File: src/rtl/fix_pkg.sv
// Shared constants and state type for the FIX byte tokenizer.
// Imported by the field buffer and the tokenizer top.
package fix_pkg;

  localparam logic [7:0]  SOH       = 8'h01;
  localparam logic [7:0]  EQ        = 8'h3D;
  localparam logic [7:0]  TAG_BEGIN = "8";
  localparam logic [15:0] TAG_CKSUM = "10";
  localparam logic [7:0]  SUM_BEGIN = TAG_BEGIN + EQ;

  localparam int MAX_TAG_DEF = 4;
  localparam int MAX_VAL_DEF = 32;

  typedef enum logic [2:0] {
    TAG_COL,
    TAG_EMIT,
    TAG_GAP,
    VAL_COL,
    VAL_EMIT,
    VAL_GAP,
    DISCARD
  } fix_state_e;

endpackage

File: src/rtl/fix_field_buf.sv
// Byte buffer for one FIX field: filled in order, replayed oldest first.
// A write while full sets the sticky overflow flag instead of storing.
module fix_field_buf
  import fix_pkg::*;
#(
  parameter int DEPTH = MAX_TAG_DEF,
  parameter int CW    = $clog2(DEPTH + 1)
) (
  input  logic          clk,
  input  logic          rst_n,
  input  logic          clr,
  input  logic          wr,
  input  logic [7:0]    wdata,
  input  logic          rd,
  output logic [7:0]    rdata,
  output logic [15:0]   head,
  output logic [CW-1:0] count,
  output logic          full,
  output logic          last,
  output logic          ovf
);

  localparam int PW = $clog2(DEPTH);

  logic [7:0]    mem [DEPTH];
  logic [PW-1:0] wr_ptr;
  logic [PW-1:0] rd_ptr;
  logic          store;

  assign full  = count == CW'(DEPTH);
  assign store = wr && !full && !clr;
  assign last  = (CW'(rd_ptr) + CW'(1)) == count;
  assign rdata = mem[rd_ptr];
  assign head  = {mem[1], mem[0]};

  always_ff @(posedge clk) begin
    if (store) mem[wr_ptr] <= wdata;
  end

  always_ff @(posedge clk or negedge rst_n) begin
    if (!rst_n) begin
      wr_ptr <= '0;
      rd_ptr <= '0;
      count  <= '0;
      ovf    <= 1'b0;
    end else if (clr) begin
      wr_ptr <= '0;
      rd_ptr <= '0;
      count  <= '0;
      ovf    <= 1'b0;
    end else begin
      if (wr && full) ovf <= 1'b1;
      if (store) begin
        wr_ptr <= wr_ptr + PW'(1);
        count  <= count + CW'(1);
      end
      if (rd) rd_ptr <= rd_ptr + PW'(1);
    end
  end

endmodule

File: src/rtl/fix_parser_tokenizer.sv
// FIX byte tokenizer: splits on '=' / SOH, replays each field as a
// gap-free burst and verifies the tag-10 checksum of every message.
module fix_parser_tokenizer
  import fix_pkg::*;
#(
  parameter int MAX_TAG = MAX_TAG_DEF,
  parameter int MAX_VAL = MAX_VAL_DEF
) (
  input  logic       clk,
  input  logic       rst_n,
  input  logic [7:0] data_i,
  input  logic       valid_i,
  output logic       ready_o,
  output logic [7:0] data_o,
  output logic       start_tag_o,
  output logic       start_value_o,
  output logic       msg_done_o,
  output logic       checksum_ok_o,
  output logic       err_o
);

  localparam int TW = $clog2(MAX_TAG + 1);
  localparam int VW = $clog2(MAX_VAL + 1);

  fix_state_e state, state_nx;

  logic          run, acc, is_soh, is_eq;
  logic          t_clr, t_wr, t_rd, t_full, t_last, t_ovf;
  logic          v_clr, v_wr, v_rd, v_full, v_last, v_ovf;
  logic [7:0]    t_rdata, v_rdata, v_wdata;
  logic [15:0]   t_head, v_head;
  logic [TW-1:0] t_cnt;
  logic [VW-1:0] v_cnt;

  logic [7:0] sum, snap, ck_ref, dig;
  logic [9:0] ck_num;
  logic       ck_bad, is_ck, is_dig;
  logic       tag_done, tag_8, tag_10;
  logic       unused_ok;

  assign is_soh = data_i == SOH;
  assign is_eq  = data_i == EQ;
  assign dig    = data_i - 8'h30;
  assign is_dig = dig < 8'd10;

  assign ready_o = run && (state == TAG_COL ||
                           state == VAL_COL ||
                           state == DISCARD);
  assign acc = valid_i && ready_o;

  assign tag_8  = t_cnt == TW'(1) && t_head[7:0] == TAG_BEGIN;
  assign tag_10 = t_cnt == TW'(2) &&
                  {t_head[7:0], t_head[15:8]} == TAG_CKSUM;
  assign tag_done = acc && state == TAG_COL &&
                    is_eq && t_cnt != '0;

  // An empty value is replaced by a single 00 byte.
  assign v_wdata = is_soh ? 8'h00 : data_i;

  assign unused_ok = ^{t_ovf, v_head};

  fix_field_buf #(.DEPTH(MAX_TAG), .CW(TW)) u_tag (
    .clk(clk), .rst_n(rst_n),
    .clr(t_clr), .wr(t_wr), .wdata(data_i), .rd(t_rd),
    .rdata(t_rdata), .head(t_head), .count(t_cnt),
    .full(t_full), .last(t_last), .ovf(t_ovf)
  );

  fix_field_buf #(.DEPTH(MAX_VAL), .CW(VW)) u_val (
    .clk(clk), .rst_n(rst_n),
    .clr(v_clr), .wr(v_wr), .wdata(v_wdata), .rd(v_rd),
    .rdata(v_rdata), .head(v_head), .count(v_cnt),
    .full(v_full), .last(v_last), .ovf(v_ovf)
  );

  always_ff @(posedge clk or negedge rst_n) begin
    if (!rst_n) begin
      state <= TAG_COL;
      run   <= 1'b0;
    end else begin
      state <= state_nx;
      run   <= 1'b1;
    end
  end

  always_comb begin
    state_nx = state;
    err_o    = 1'b0;
    t_clr    = 1'b0;
    t_wr     = 1'b0;
    t_rd     = 1'b0;
    v_clr    = 1'b0;
    v_wr     = 1'b0;
    v_rd     = 1'b0;
    unique case (state)
      TAG_COL: if (acc) begin
        if (is_soh) begin
          err_o = 1'b1;
          t_clr = 1'b1;
        end else if (is_eq) begin
          if (t_cnt == '0) begin
            err_o    = 1'b1;
            state_nx = DISCARD;
          end else begin
            state_nx = TAG_EMIT;
          end
        end else if (t_full) begin
          err_o    = 1'b1;
          t_clr    = 1'b1;
          state_nx = DISCARD;
        end else begin
          t_wr = 1'b1;
        end
      end
      TAG_EMIT: begin
        t_rd = 1'b1;
        if (t_last) state_nx = TAG_GAP;
      end
      TAG_GAP: begin
        t_clr    = 1'b1;
        state_nx = VAL_COL;
      end
      VAL_COL: if (acc) begin
        if (is_soh) begin
          if (v_cnt == '0) begin
            err_o = 1'b1;
            v_wr  = 1'b1;
          end
          state_nx = VAL_EMIT;
        end else begin
          // Overflow write only sets the sticky flag.
          v_wr = 1'b1;
          if (v_full) begin
            err_o    = 1'b1;
            state_nx = VAL_EMIT;
          end
        end
      end
      VAL_EMIT: begin
        v_rd = 1'b1;
        if (v_last) state_nx = VAL_GAP;
      end
      VAL_GAP: begin
        v_clr    = 1'b1;
        state_nx = v_ovf ? DISCARD : TAG_COL;
      end
      DISCARD: if (acc && is_soh) state_nx = TAG_COL;
      default: state_nx = TAG_COL;
    endcase
  end

  always_ff @(posedge clk or negedge rst_n) begin
    if (!rst_n) begin
      sum    <= '0;
      snap   <= '0;
      ck_ref <= '0;
      ck_num <= '0;
      ck_bad <= 1'b0;
      is_ck  <= 1'b0;
    end else begin
      if (acc)
        sum <= (tag_done && tag_8) ? SUM_BEGIN : sum + data_i;
      if (acc && is_soh) snap <= sum + data_i;
      // snap still holds the sum up to the SOH before "10=".
      if (tag_done) begin
        is_ck  <= tag_10;
        ck_ref <= snap;
        ck_num <= '0;
        ck_bad <= 1'b0;
      end else if (acc && state == VAL_COL && !is_soh) begin
        ck_num <= ck_num * 10'd10 + {2'b00, dig};
        ck_bad <= ck_bad | !is_dig;
      end
    end
  end

  always_comb begin
    data_o = 8'h00;
    if (state == TAG_EMIT) data_o = t_rdata;
    if (state == VAL_EMIT) data_o = v_rdata;
  end

  assign start_tag_o   = state == TAG_EMIT;
  assign start_value_o = state == VAL_EMIT;
  assign msg_done_o    = state == VAL_GAP && is_ck;
  assign checksum_ok_o = msg_done_o && !ck_bad &&
                         v_cnt == VW'(3) &&
                         ck_num == {2'b00, ck_ref};

endmodule
File: config.mk
export PLATFORM = sky130hd
export DESIGN_NAME = fix_parser_tokenizer
export DESIGN_NICKNAME = d
export VERILOG_FILES = /design/src/rtl/fix_pkg.sv /design/src/rtl/fix_field_buf.sv /design/src/rtl/fix_parser_tokenizer.sv
export SDC_FILE = /design/constraint.sdc
export NUM_CORES = 1
export LEC_CHECK = 0
export CORE_ASPECT_RATIO = 1.1
export CORE_MARGIN = 8
export CORE_UTILIZATION = 45
export CTS_CLUSTER_DIAMETER = 100
export CTS_CLUSTER_SIZE = 10
export DETAILED_ROUTE_END_ITERATION = 10
export PLACE_DENSITY = 0.62
export SYNTH_ARGS = -nofsm -noshare
export SYNTH_HDL_FRONTEND = slang
export SYNTH_SLANG_ARGS = --single-unit
export TNS_END_PERCENT = 50
File: constraint.sdc
create_clock -name clk -period 7.7 [get_ports clk]
set_clock_uncertainty 0.15 [all_clocks]
set_input_delay 1.54 -clock clk [delete_from_list [all_inputs] [get_ports clk]]
set_output_delay 1.54 -clock clk [all_outputs]
set_load 0.01 [all_outputs]
# After elaboration in Yosys (flattened, before gate mapping)
# Memories as Yosys holds them, arrays and structs flattened.
# Index checks and enable logic that the tools add are counted.
[totals] latchBits=0 output_inout_bits=14 romBits=0 word_cells=161 ramBits=288 reg_bits=64 in_bits=11 memories=2
[classes] bitwise_logic=1 eq_ne=26 n_div=0 n_reduce_logical=40 add_sub_neg=11 magnitude_cmp=1 n_shift=0 n_mux=64 mul=1
[memory_table] name="u_val.mem" depth=32 width=8 rd=1 rd_ports_with_merged_regs=0 write_ports=1 line="fix_field_buf.sv:25" text="logic [7:0] mem [DEPTH];"
[memory_table] name="u_tag.mem" depth=4 width=8 rd=3 rd_ports_with_merged_regs=0 write_ports=1 line="fix_field_buf.sv:25"
[op_table] operator="two-way mux 3 bit" n=14
[op_table] operator="two-way mux 8 bit" n=4
[op_table] operator="two-way mux 1 bit" n=31
[op_table] operator="case mux 3 bit (7 select lines)" n=1
[op_table] operator="logical AND 1 bit" n=20
[op_table] operator="two-way mux 10 bit" n=2
[op_table] operator="two-way mux 5 bit" n=4
[op_table] operator="equality test 16 x 14 -> 1 bit (second input constant)" n=1
[op_table] operator="equality test 8 x 6 -> 1 bit (second input constant)" n=2
[op_table] operator="equality test 3 bit (second input constant)" n=4
[op_table] operator="two-way mux 6 bit" n=2
[op_table] operator="nonzero test 2 bit" n=6
[op_table] operator="adder 10 x 8 -> 10 bit" n=1
[op_table] operator="adder 5 x 1 -> 5 bit (second input constant)" n=2
[op_table] operator="equality test 10 x 8 -> 1 bit" n=1
[op_table] operator="multiplier 10 x 3 -> 9 bit (second input constant)" n=1
[op_table] operator="equality test 3 x 2 -> 1 bit (second input constant)" n=3
[op_table] operator="adder 8 bit" n=1
[op_table] operator="equality test 8 x 1 -> 1 bit (second input constant)" n=1
[op_table] operator="less-than comparator 8 x 4 -> 1 bit (second input constant)" n=1
[op_table] operator="two-way mux 2 bit" n=4
[op_table] operator="AND reduction 8 bit" n=1
[op_table] operator="subtractor 8 x 6 -> 8 bit (second input constant)" n=1
[op_table] operator="logical NOT 1 bit" n=7
[op_table] operator="19 further kinds" n=29

# Depth between registers and ports, before layout
[depth] ltp_word=11 depth_mapped=11 mapped_depth_nobuf=11

# By module
# A second synthesis with hierarchy kept.
[hier_totals] hier_cells=939 hier_area_um2=15758.9
[by_module_without_submodules] mod="fix_field_buf at u_val" area_each_um2=10866.7 cells_per_inst=512 instances=1 seq_area_each_um2=8112.8
[by_module_without_submodules] mod="fix_parser_tokenizer" area_each_um2=3185.6 cells_per_inst=332 instances=1 seq_area_each_um2=1001.0
[by_module_without_submodules] mod="fix_field_buf at u_tag" area_each_um2=1706.6 cells_per_inst=95 instances=1 seq_area_each_um2=1161.1

# Worst setup path after synthesis
# No wires, ideal clock.
[synth_timing] path_kind="input to output" from="input data_i[1]" to="output err_o" setup_slack_ps=2958 arrival_time_ps=3052 cell_stages=7 required_ps=6010 path_cell_list="or4b_1 buf_6 nor2_1 xor2_1 a21o_1 a21oi_1 nor3_1"
[synth_between] elab_chain_len=5 elab_cells_between_ends=8
[synth_lines] element="start: declaration" line="fix_parser_tokenizer.sv:11" text="input logic [7:0] data_i,"
[synth_lines] element="equality test 8 x 6 -> 1 bit" line="fix_parser_tokenizer.sv:42" text="assign is_eq = data_i == EQ;"
[synth_lines] element="two-way mux 1 bit" line="fix_parser_tokenizer.sv:100" text="end else if (is_eq) begin"
[synth_lines] element="two-way mux 1 bit" line="fix_parser_tokenizer.sv:97" text="if (is_soh) begin"
[synth_lines] element="two-way mux 1 bit" line="fix_parser_tokenizer.sv:96" text="TAG_COL: if (acc) begin"
[synth_lines] element="case mux 1 bit (2 select lines) (*)" line="fix_parser_tokenizer.sv:95" text="unique case (state)"
[synth_lines] element="end: declaration" line="fix_parser_tokenizer.sv:19" text="output logic err_o"
# Every way passes the cells marked *; elsewhere a longest branch is shown, timed or not.

# Worst setup path in the final report
[layout_timing] from="input data_i[6]" to="output err_o"
# The elaborated chain is that of the path after synthesis.

==> results.sh <==
export IMPL_status="complete, no violations"
export IMPL_drive_gt1_share_pct=15.9
export IMPL_insertion_delay_ns=0.53
export IMPL_wire_per_inst_um=22.8
export IMPL_hpwlAfterDp_mm=22.0
export IMPL_die_h_um=212
export IMPL_grt_pass1_vias=8789
export IMPL_worst_setup_path_start_kind="primary input"
export IMPL_post_cts_resized=0
export IMPL_crit_arrival_ns=4.42
export IMPL_h_tree_depth=2
export IMPL_syn_num_nets=1059
export IMPL_ff2ff_path_depth=6
export IMPL_hold_buffers=0
export IMPL_clock_path_buffers=3
export IMPL_powerDensity_nw_per_um2=332
export IMPL_final_common_cell="edfxtp_1"
export IMPL_synth_distinct_cells=71
export IMPL_rsz0062_at_grt="no"
export IMPL_layout_common_cells="288 x edfxtp_1, 86 x nand2_1, 81 x nor2_1, 80 x mux4_2, 62 x dfrtp_1"
export IMPL_cts_sinks=352
export IMPL_period_needed_ns=6.11
export IMPL_leakage_uw=0.00602
export IMPL_ir_worst_vdd_uv=215
export IMPL_cts_tree="done"
export IMPL_maxCapViolCount=0
export IMPL_setup_violations=0
export IMPL_critPathRequiredTime_ns=6.01
export IMPL_crit_type="in2out"
export IMPL_groute_usage_overall_pct=16.6
export IMPL_cts_buffers=41
export IMPL_drt_iter0_drc=550
export IMPL_multi_input_area_um2=5110
export IMPL_ys_seq_area_share_pct=65.2
export IMPL_r2r_start="state[0]"
export IMPL_io_pins=25
export IMPL_synth_area_um2=15700
export IMPL_ys_async_sr_fraction_pct=18.2
export IMPL_holdCritPathClass="reg2reg"
export IMPL_post_cts_buffers=0
export IMPL_timing_final_crit_share_pct=79.4
export IMPL_initial_core_util_pct=45.8
export IMPL_drc_errors=0
export IMPL_overflow=0
export IMPL_timing_hold_ws_ns=0.325
export IMPL_clk_pin_slew_ns=0.05
export IMPL_dieArea_um2=41200
export IMPL_synth_edff_count=288
export IMPL_coreArea_um2=34300
export IMPL_drv_slew=0
export IMPL_num_vias=8499
export IMPL_core_rowCount=71
export IMPL_worstSetupStartpoint="data_i[6]"
export IMPL_worstMarginPinSlew_ns=0.989
export IMPL_ys_seq_elements=352
export IMPL_fillers=2823
export IMPL_cp_max_fo=41
export IMPL_end_kind="output port"
export IMPL_via_per_inst=5.73
export IMPL_antenna_found_initial=0
export IMPL_finalWeightedCongestion=0.818
export IMPL_ant_nets=0
export IMPL_root_buffer="clkbuf_16"
export IMPL_hold_violations=0
export IMPL_synth_area_per_cell_um2=15.7
export IMPL_antenna_cells=0
export IMPL_drt_total_wl_mm=33.8
export IMPL_reg2reg_to="u_val.mem[15][5]"
export IMPL_area_growth_pct=11.3
export IMPL_timing_critical_path_to="err_o"
export IMPL_grt_pass1_wl_mm=52.4
export IMPL_yosys_warnings=0
export IMPL_fin_tns_setup_ns=0
export IMPL_synth_top_flop_cell="edfxtp_1"
export IMPL_nets=1088
export IMPL_drtPass1Iterations=5
export IMPL_reg2reg_slack_ns=4.41
export IMPL_seqCellArea_um2=10300
export IMPL_die_w_um=194
export IMPL_max_slew_margin_pct=34.1
export IMPL_portBuffers=24
export IMPL_grt_max_degree=65
export IMPL_postSynthCellCount=1001
export IMPL_fmax_mhz=164
[worst min-delay path by stage]
stage,slack (ns),startpoint,depth (start not counted),to
6_report,0.32,snap[1],2,snap[1]
3_3_place_gp,0.31,snap[5],2,snap[5]
3_5_place_dp,0.32,snap[3],2,snap[3]
2_1_floorplan,0.30,snap[0],2,snap[0]
4_1_cts,0.33,snap[1],2,snap[1]
5_1_grt,0.35,snap[5],2,snap[5]
[cells in the mapped netlist (all sizes together) (3+ instances only)]
cell type / count / share of area [%]
nor2: 85 / 2.2
mux2: 9 / 0.84
nand2: 87 / 2.1
nor2b: 6 / 0.24
o21a: 5 / 0.24
nor3: 17 / 0.61
clkbuf: 27 / 0.65
a21oi: 17 / 0.54
nand3b: 6 / 0.29
o211ai: 6 / 0.32
xor2: 25 / 1.4
o21ai: 38 / 1.2
nand2b: 4 / 0.16
nand3: 19 / 0.64
edfxtp: 288 / 55
a211oi: 3 / 0.14
mux2i: 18 / 1.1
dfrtp: 64 / 10
o22ai: 7 / 0.28
inv: 22 / 0.53
buf: 26 / 1.1
a22oi: 9 / 0.43
a21o: 3 / 0.14
xnor2: 24 / 1.3
mux4: 80 / 11
o31ai: 8 / 0.38
ha: 44 / 3.5
nand4: 7 / 0.28
and2: 8 / 0.32
fa: 3 / 0.38
[kinds of logic after synthesis]
family,Yosys count,synth area share [%]
and+or+nand+nor,254,7.64
adders and majority gates,47,3.89
AOI/OAI and AO/OA,115,4.74
DFF,352,65.2
muxes,107,13.5
xor gates and xnor gates,49,2.73
buffers and inverters,76,2.29
other,1,0.0239
[where the power goes]
part / internal, uW / leakage [uW] / total (uW) / switching [uW]
logic: 839 / 0.00205 / 1710 / 870
clock network: 990 / 0.000553 / 1700 / 707
registers: 2160 / 0.00342 / 2390 / 230
[layer usage]
layer	track usage [%]	vias up	share of wire, %
met3	2.95	45	5.9
met1	22.8	4352	44
met2	26.8	228	48
li1	-	3874	-
met4	5.14	0	2.0
met5	0	-	0
[final cells by class]
| class | count | area share [%] |
|---|---|---|
| Clock buffer | 54 | 6.27 |
| Clock inverter | 3 | 0.258 |
| Timing Repair Buffer | 39 | 1.96 |
| Multi-Input combinational cell | 573 | 29.2 |
| Tap cell | 438 | 3.14 |
| Sequential cell | 352 | 58.7 |
| Inverter | 23 | 0.494 |
[worst max-delay path, cell delays in order]
cell and delay [ns]:
clkdlybuf4s50_1 0.40, buf_4 0.28, or4b_1 0.70, nor2_1 0.27, xor2_1 0.17, a21o_1 0.13
a21oi_1 0.06, nor3_1 0.28, clkdlybuf4s50_1 0.59
[state kept, by name (all words and copies together), names as in the netlist, 3 cells and up]
name and cells:
u_val.mem 256, u_tag.mem 32, ck_num 10, ck_ref 8, snap 8, sum 8, u_val.count 6, u_val.rd_ptr 5
u_val.wr_ptr 5, state 3, u_tag.count 3
[stage by stage]
step / instances / cell area [um^2] / util, % / setup slack [ns] / total power (uW)
final: 1482 / 17500 / 51.0 / 1.59 / 5800
after detailed placement: 1425 / 16300 / 47.6 / 1.57 / 4140
after global placement: 1425 / 16300 / 47.6 / 1.58 / 4130
after global routing: 1482 / 17500 / 51.0 / 1.37 / 6110
after floorplan: 1001 / 15700 / - / 2.96 / 3680
after CTS: 1482 / 17500 / 51.0 / 1.56 / 5860
(Power assumes the default switching activity.)
